**config.mk**
```make
export PLATFORM = sky130hd
export DESIGN_NAME = fft8_stream
export DESIGN_NICKNAME = d
export VERILOG_FILES = /design/src/rtl/fft8_stream.sv
export SDC_FILE = /design/constraint.sdc
export NUM_CORES = 2
export LEC_CHECK = 0
export CORE_MARGIN = 3
export CORE_UTILIZATION = 55
export CTS_CLUSTER_SIZE = 30
export DETAILED_ROUTE_END_ITERATION = 6
export HOLD_SLACK_MARGIN = 0.15
export PLACE_DENSITY = 0.82
export SLEW_MARGIN = 25
export SYNTH_ARGS = -nofsm -noshare
export SYNTH_HDL_FRONTEND = slang
export SYNTH_SLANG_ARGS = --single-unit
export TNS_END_PERCENT = 5
```
**constraint.sdc**
```tcl
create_clock -name clk -period 21.7 [get_ports clk]
set_clock_uncertainty 0.1 [all_clocks]
set_input_delay 3.255 -clock clk [delete_from_list [all_inputs] [get_ports clk]]
set_output_delay 3.255 -clock clk [all_outputs]
set_load 0.005 [all_outputs]
```
**src/rtl/fft8_stream.sv**
```systemverilog
// fft8_stream: forward 8-point radix-2 DIT FFT with a single time-shared butterfly.
// Samples arrive serially and are stored bit-reversed; 3 stages x 4 butterflies
// run in place, each stage halving the result, so the 8 bins leave scaled by 1/8.
// Optional build macro FFT8_ROUND_EN: round-half-up on every >>>1 and >>>8
// instead of floor truncation. Timing and interface are the same either way.
module fft8_stream #(
    parameter int DW = 12,
    parameter int TW = 9
) (
    input  logic                 clk,
    input  logic                 rst,
    input  logic                 in_valid,
    output logic                 in_ready,
    input  logic signed [DW-1:0] xr,
    input  logic signed [DW-1:0] xi,
    output logic                 out_valid,
    output logic [2:0]           out_idx,
    output logic signed [DW-1:0] yr,
    output logic signed [DW-1:0] yi,
    output logic                 busy
);

    // Twiddles carry one bit more than TW so that +1.0 (256) is representable.
    localparam int PW = DW + TW + 2;
    localparam int AW = DW + 2;

    typedef enum logic [1:0] {S_IDLE, S_LOAD, S_CALC, S_OUT} state_t;

    state_t               state;
    logic [3:0]           cnt;
    logic signed [DW-1:0] mem_re [0:7];
    logic signed [DW-1:0] mem_im [0:7];

    logic                 accept;
    logic [1:0]           stg;
    logic [1:0]           bfl;
    logic [2:0]           top;
    logic [2:0]           bot;
    logic [1:0]           tw_idx;
    logic signed [TW:0]   w_re;
    logic signed [TW:0]   w_im;
    logic signed [PW-1:0] p_re;
    logic signed [PW-1:0] p_im;
    logic signed [AW-1:0] t_re;
    logic signed [AW-1:0] t_im;
    logic signed [DW-1:0] a_re_n;
    logic signed [DW-1:0] a_im_n;
    logic signed [DW-1:0] b_re_n;
    logic signed [DW-1:0] b_im_n;

    function automatic logic [2:0] bitrev3(input logic [2:0] a);
        return {a[0], a[1], a[2]};
    endfunction

    function automatic logic signed [TW:0] tw_re(input logic [1:0] k);
        case (k)
            2'd0:    return (TW+1)'(256);
            2'd1:    return (TW+1)'(181);
            2'd2:    return '0;
            default: return -(TW+1)'(181);
        endcase
    endfunction

    function automatic logic signed [TW:0] tw_im(input logic [1:0] k);
        case (k)
            2'd0:    return '0;
            2'd1:    return -(TW+1)'(181);
            2'd2:    return -(TW+1)'(256);
            default: return -(TW+1)'(181);
        endcase
    endfunction

    // Drop the 8 fractional twiddle bits of a full-width product sum.
    function automatic logic signed [AW-1:0] shr8(input logic signed [PW-1:0] v);
        logic signed [PW-1:0] r;
`ifdef FFT8_ROUND_EN
        r = v + PW'(128);
`else
        r = v;
`endif
        return AW'(r >>> 8);
    endfunction

    // Per-stage halving that keeps the overall gain at 1/8.
    function automatic logic signed [AW-1:0] half(input logic signed [AW-1:0] v);
        logic signed [AW-1:0] r;
`ifdef FFT8_ROUND_EN
        r = v + AW'(1);
`else
        r = v;
`endif
        return r >>> 1;
    endfunction

    function automatic logic signed [DW-1:0] sat(input logic signed [AW-1:0] v);
        if ((v[AW-1:DW-1] == '0) || (v[AW-1:DW-1] == '1))
            return $signed(v[DW-1:0]);
        else if (v[AW-1])
            return $signed({1'b1, {(DW-1){1'b0}}});
        else
            return $signed({1'b0, {(DW-1){1'b1}}});
    endfunction

    assign in_ready = ~rst & ((state == S_IDLE) || (state == S_LOAD));
    assign busy     = (state == S_CALC) || (state == S_OUT);
    assign accept   = in_valid & in_ready;
    assign stg      = cnt[3:2];
    assign bfl      = cnt[1:0];

    // Butterfly operand addresses and twiddle index for the current step.
    always_comb begin
        top    = {1'b0, bfl};
        bot    = {1'b1, bfl};
        tw_idx = bfl;
        case (stg)
            2'd0: begin
                top    = {bfl, 1'b0};
                bot    = {bfl, 1'b1};
                tw_idx = 2'd0;
            end
            2'd1: begin
                top    = {bfl[1], 1'b0, bfl[0]};
                bot    = {bfl[1], 1'b1, bfl[0]};
                tw_idx = {bfl[0], 1'b0};
            end
            default: ;
        endcase
    end

    // Butterfly datapath: complex twiddle multiply, sum/difference, halve, saturate.
    always_comb begin
        w_re   = tw_re(tw_idx);
        w_im   = tw_im(tw_idx);
        p_re   = PW'(w_re) * PW'(mem_re[bot]) - PW'(w_im) * PW'(mem_im[bot]);
        p_im   = PW'(w_re) * PW'(mem_im[bot]) + PW'(w_im) * PW'(mem_re[bot]);
        t_re   = shr8(p_re);
        t_im   = shr8(p_im);
        a_re_n = sat(half(AW'(mem_re[top]) + t_re));
        a_im_n = sat(half(AW'(mem_im[top]) + t_im));
        b_re_n = sat(half(AW'(mem_re[top]) - t_re));
        b_im_n = sat(half(AW'(mem_im[top]) - t_im));
    end

    // Sample RAM: bit-reversed loading, then in-place butterfly write-back.
    always_ff @(posedge clk) begin
        if (accept) begin
            mem_re[bitrev3(cnt[2:0])] <= xr;
            mem_im[bitrev3(cnt[2:0])] <= xi;
        end else if (state == S_CALC) begin
            mem_re[top] <= a_re_n;
            mem_im[top] <= a_im_n;
            mem_re[bot] <= b_re_n;
            mem_im[bot] <= b_im_n;
        end
    end

    // Frame sequencing FSM with registered output bins.
    always_ff @(posedge clk or posedge rst) begin
        if (rst) begin
            state     <= S_IDLE;
            cnt       <= '0;
            out_valid <= 1'b0;
            out_idx   <= '0;
            yr        <= '0;
            yi        <= '0;
        end else begin
            case (state)
                S_IDLE: begin
                    if (accept) begin
                        cnt   <= 4'd1;
                        state <= S_LOAD;
                    end
                end
                S_LOAD: begin
                    if (accept) begin
                        if (cnt == 4'd7) begin
                            cnt   <= '0;
                            state <= S_CALC;
                        end else begin
                            cnt <= cnt + 4'd1;
                        end
                    end
                end
                S_CALC: begin
                    if (cnt == 4'd11) begin
                        // bin 0 was finished by the first stage-2 butterfly
                        cnt       <= '0;
                        state     <= S_OUT;
                        out_valid <= 1'b1;
                        out_idx   <= '0;
                        yr        <= mem_re[0];
                        yi        <= mem_im[0];
                    end else begin
                        cnt <= cnt + 4'd1;
                    end
                end
                S_OUT: begin
                    if (out_idx == 3'd7) begin
                        out_valid <= 1'b0;
                        state     <= S_IDLE;
                    end else begin
                        out_idx <= out_idx + 3'd1;
                        yr      <= mem_re[out_idx + 3'd1];
                        yi      <= mem_im[out_idx + 3'd1];
                    end
                end
                default: state <= S_IDLE;
            endcase
        end
    end

endmodule

```
==> impl_metrics.ini <==
[timing]
worst_slew_pin_slew_ps = 1173
rsz0062_at_grt = false
fmax_mhz = 76.18
maxSlewHeadroom_pct = 21.61
hold_violations = 0
setup_viol = 0
min_period_ps = 13130
final_max_slew_viol_count = 0
setup_tns_ps = 0
finalCritPeriodShare_pct = 60.49

[routing]
vias = 25710
drtPass1Iterations = 7
first_iter_violations = 3363
viasPerCell = 6.449
routed_wirelength_um = 97470
drtAntennaViolNets = 0
post_drt_wl_per_cell_um = 24.45
drc_errors = 1

[logic_synthesis]
synth_edf_count = 192
synth.cell_area_sq_um = 31520
synthArstFlopShare_pct = 15.04
syn_nets = 3889
yosysWarnings = 0
synth_ff_type = edfxtp_1
ys_ff_latch = 226
avgSynthCellArea_sq_um = 9.742
synth_cells = 3235
yosys.cell_types.count = 90
yosysSeqAreaShare_pct = 20.99

[place]
io_buffer_count = 56
dp_hpwl_um = 72710
place_area_sq_um = 32960
gp_congestion = 0.9629

[finish]
nets = 3871
syn2layout_area_growth_pct = 6.797
drive_gt1_share_pct = 8.111
layout_common_cells = inv_1 (618), fa_1 (362), nor2_1 (267)
final_common_cell = inv_1
fin_area_sq_um = 33660

[clocking]
postCtsHoldBufs = 0
cts_resized = 0
htree_levels = 1
cts_setup_buffers = 0
cts_sinks = 226
clock_path_buffers = 3
numCtsBuffers = 23
cts_tree = built
clockRootBuffer = clkbuf_16
clkLatencyLatePin_ps = 540
clk_pin_slew_worst_paths_ps = 70

[critical_path]
slowest_stage = nor2_1
cp_slowest_stage_delay_ps = 790
arrival_ps = 13290
crit_fanout = 47
crit_required_ps = 21860
path_class = reg2reg
worstSetupStartpointType = flop
crit_path_end_kind = flop

[floorplan]
fp.dieH_um = 245.4
fp-row-count = 87
initial_utilization_pct = 55.78
die_area_sq_um = 60210
ioPinCount = 57
core_area_sq_um = 56500
die_w_um = 245.4

[grt]
grt-ovfl-total = 0
grt_pass1_wl_um = 149300
antenna_found_initial = 3
grt_max_degree = 57
first_global_vias = 25730
gr-usage-all-layers_pct = 32.47

[min_path]
hold_class = reg2reg

[status]
status = finished with violations
violations = DRC

[run]
drv_cap = 0
worst max-delay path: cells and delay by family (launching register included):
kind,cells,cell delay [ps]
DFF,1,390
adders and majority gates,9,4010
AOI/OAI and AO/OA,12,3440
muxes,1,170
buffers and inverters,9,1410
and+or+nand+nor,9,2420
xor gates and xnor gates,2,880
state kept, by name (all words and copies together), names as in the netlist:
| register | cells |
|---|---|
| mem_im | 96 |
| mem_re | 96 |
| yi | 12 |
| yr | 12 |
| cnt | 4 |
| out_idx | 3 |
| state | 2 |
| out_valid | 1 |
synthesized netlist by cell type (all sizes together) (21+ instances only):
| cell type | number | area share (%) |
|---|---|---|
| nand2 | 219 | 2.6 |
| ha | 265 | 11 |
| maj3 | 32 | 1.1 |
| buf | 35 | 0.51 |
| mux2i | 48 | 1.5 |
| edfxtp | 192 | 18 |
| o22ai | 59 | 1.2 |
| o221ai | 60 | 1.7 |
| a21oi | 130 | 2.1 |
| fa | 362 | 23 |
| xor2 | 30 | 0.98 |
| inv | 618 | 7.4 |
| a21o | 29 | 0.69 |
| nor3 | 25 | 0.40 |
| o21ai | 114 | 1.9 |
| nand3 | 37 | 0.59 |
| xnor2 | 91 | 2.6 |
| and2 | 26 | 0.52 |
| clkbuf | 118 | 1.4 |
| mux2 | 32 | 1.1 |
| nor2 | 271 | 3.3 |
| nand2b | 25 | 0.50 |
| a221oi | 47 | 1.3 |
| mux4 | 86 | 6.1 |
| dfrtp | 34 | 2.7 |
| nor2b | 21 | 0.42 |
layout make-up:
class	instances	area, sq um
Multi-Input combinational cell	2235	22100
Antenna cell	1	2.502
Timing Repair Buffer	110	965.9
Tap cell	756	945.9
Sequential cell	226	6623
Clock inverter	14	106.4
Clock buffer	24	579.3
Inverter	621	2331
Fill cell	4536	22840
through the flow:
step / utilization, % / cells / setup WS, ps / hold slack, ps
3_3_place_gp: 58.34 / 3948 / 9365 / 362.9
3_5_place_dp: 58.35 / 3948 / 8969 / 370.1
2_1_floorplan: - / 3235 / 10460 / 373.3
6_report: 59.58 / 3987 / 8574 / 378.7
4_1_cts: 59.56 / 3986 / 8872 / 385.3
5_1_grt: 59.57 / 3986 / 7911 / 400.5
per-layer routing:
metal	share of wire (%)	vias to the layer above	track usage (%)
met5	0.024	-	0
met1	34	12340	40.81
li1	-	10950	-
met3	14	530	8.832
met4	7.0	4	17.12
met2	45	1886	51.51
worst paths after layout:
kind / slack, ps / to / cells after the start / from
worst max-delay path: 8570 / mem_re[4][4]$_DFFE_PP_ / 42 / cnt[0]$_DFFE_PP0P_
worst min register to register: 380 / yi[2]$_DFFE_PP0P_ / 2 / yi[2]$_DFFE_PP0P_
min in group asynchronous: 2900 / yi[0]$_DFFE_PP0P_ / 2 / rst
max in group asynchronous: 17890 / out_idx[0]$_DFFE_PP0P_ / 3 / rst
worst min-delay path: 380 / yi[2]$_DFFE_PP0P_ / 2 / yi[2]$_DFFE_PP0P_
worst max register to register: 8570 / mem_re[4][4]$_DFFE_PP_ / 42 / cnt[0]$_DFFE_PP0P_
logic make-up (layout without fill, tap and decap cells):
logic type / count (synthesis) / after routing / share of synthesized area, %
buffers and inverters: 774 / 769 / 9.314
AND/OR/NAND/NOR: 682 / 682 / 9.509
adder cells (fa/ha/maj): 659 / 659 / 34.57
AO/OA/AOI/OAI: 603 / 603 / 13.02
flip-flops: 226 / 226 / 20.99
multiplexers: 166 / 166 / 8.814
XOR/XNOR: 124 / 124 / 3.772
other: 1 / 2 / 0.01190
Power is left out: the tool's default activity adds up to more than one toggle a clock period on the data nets, which glitch-free logic cannot reach.
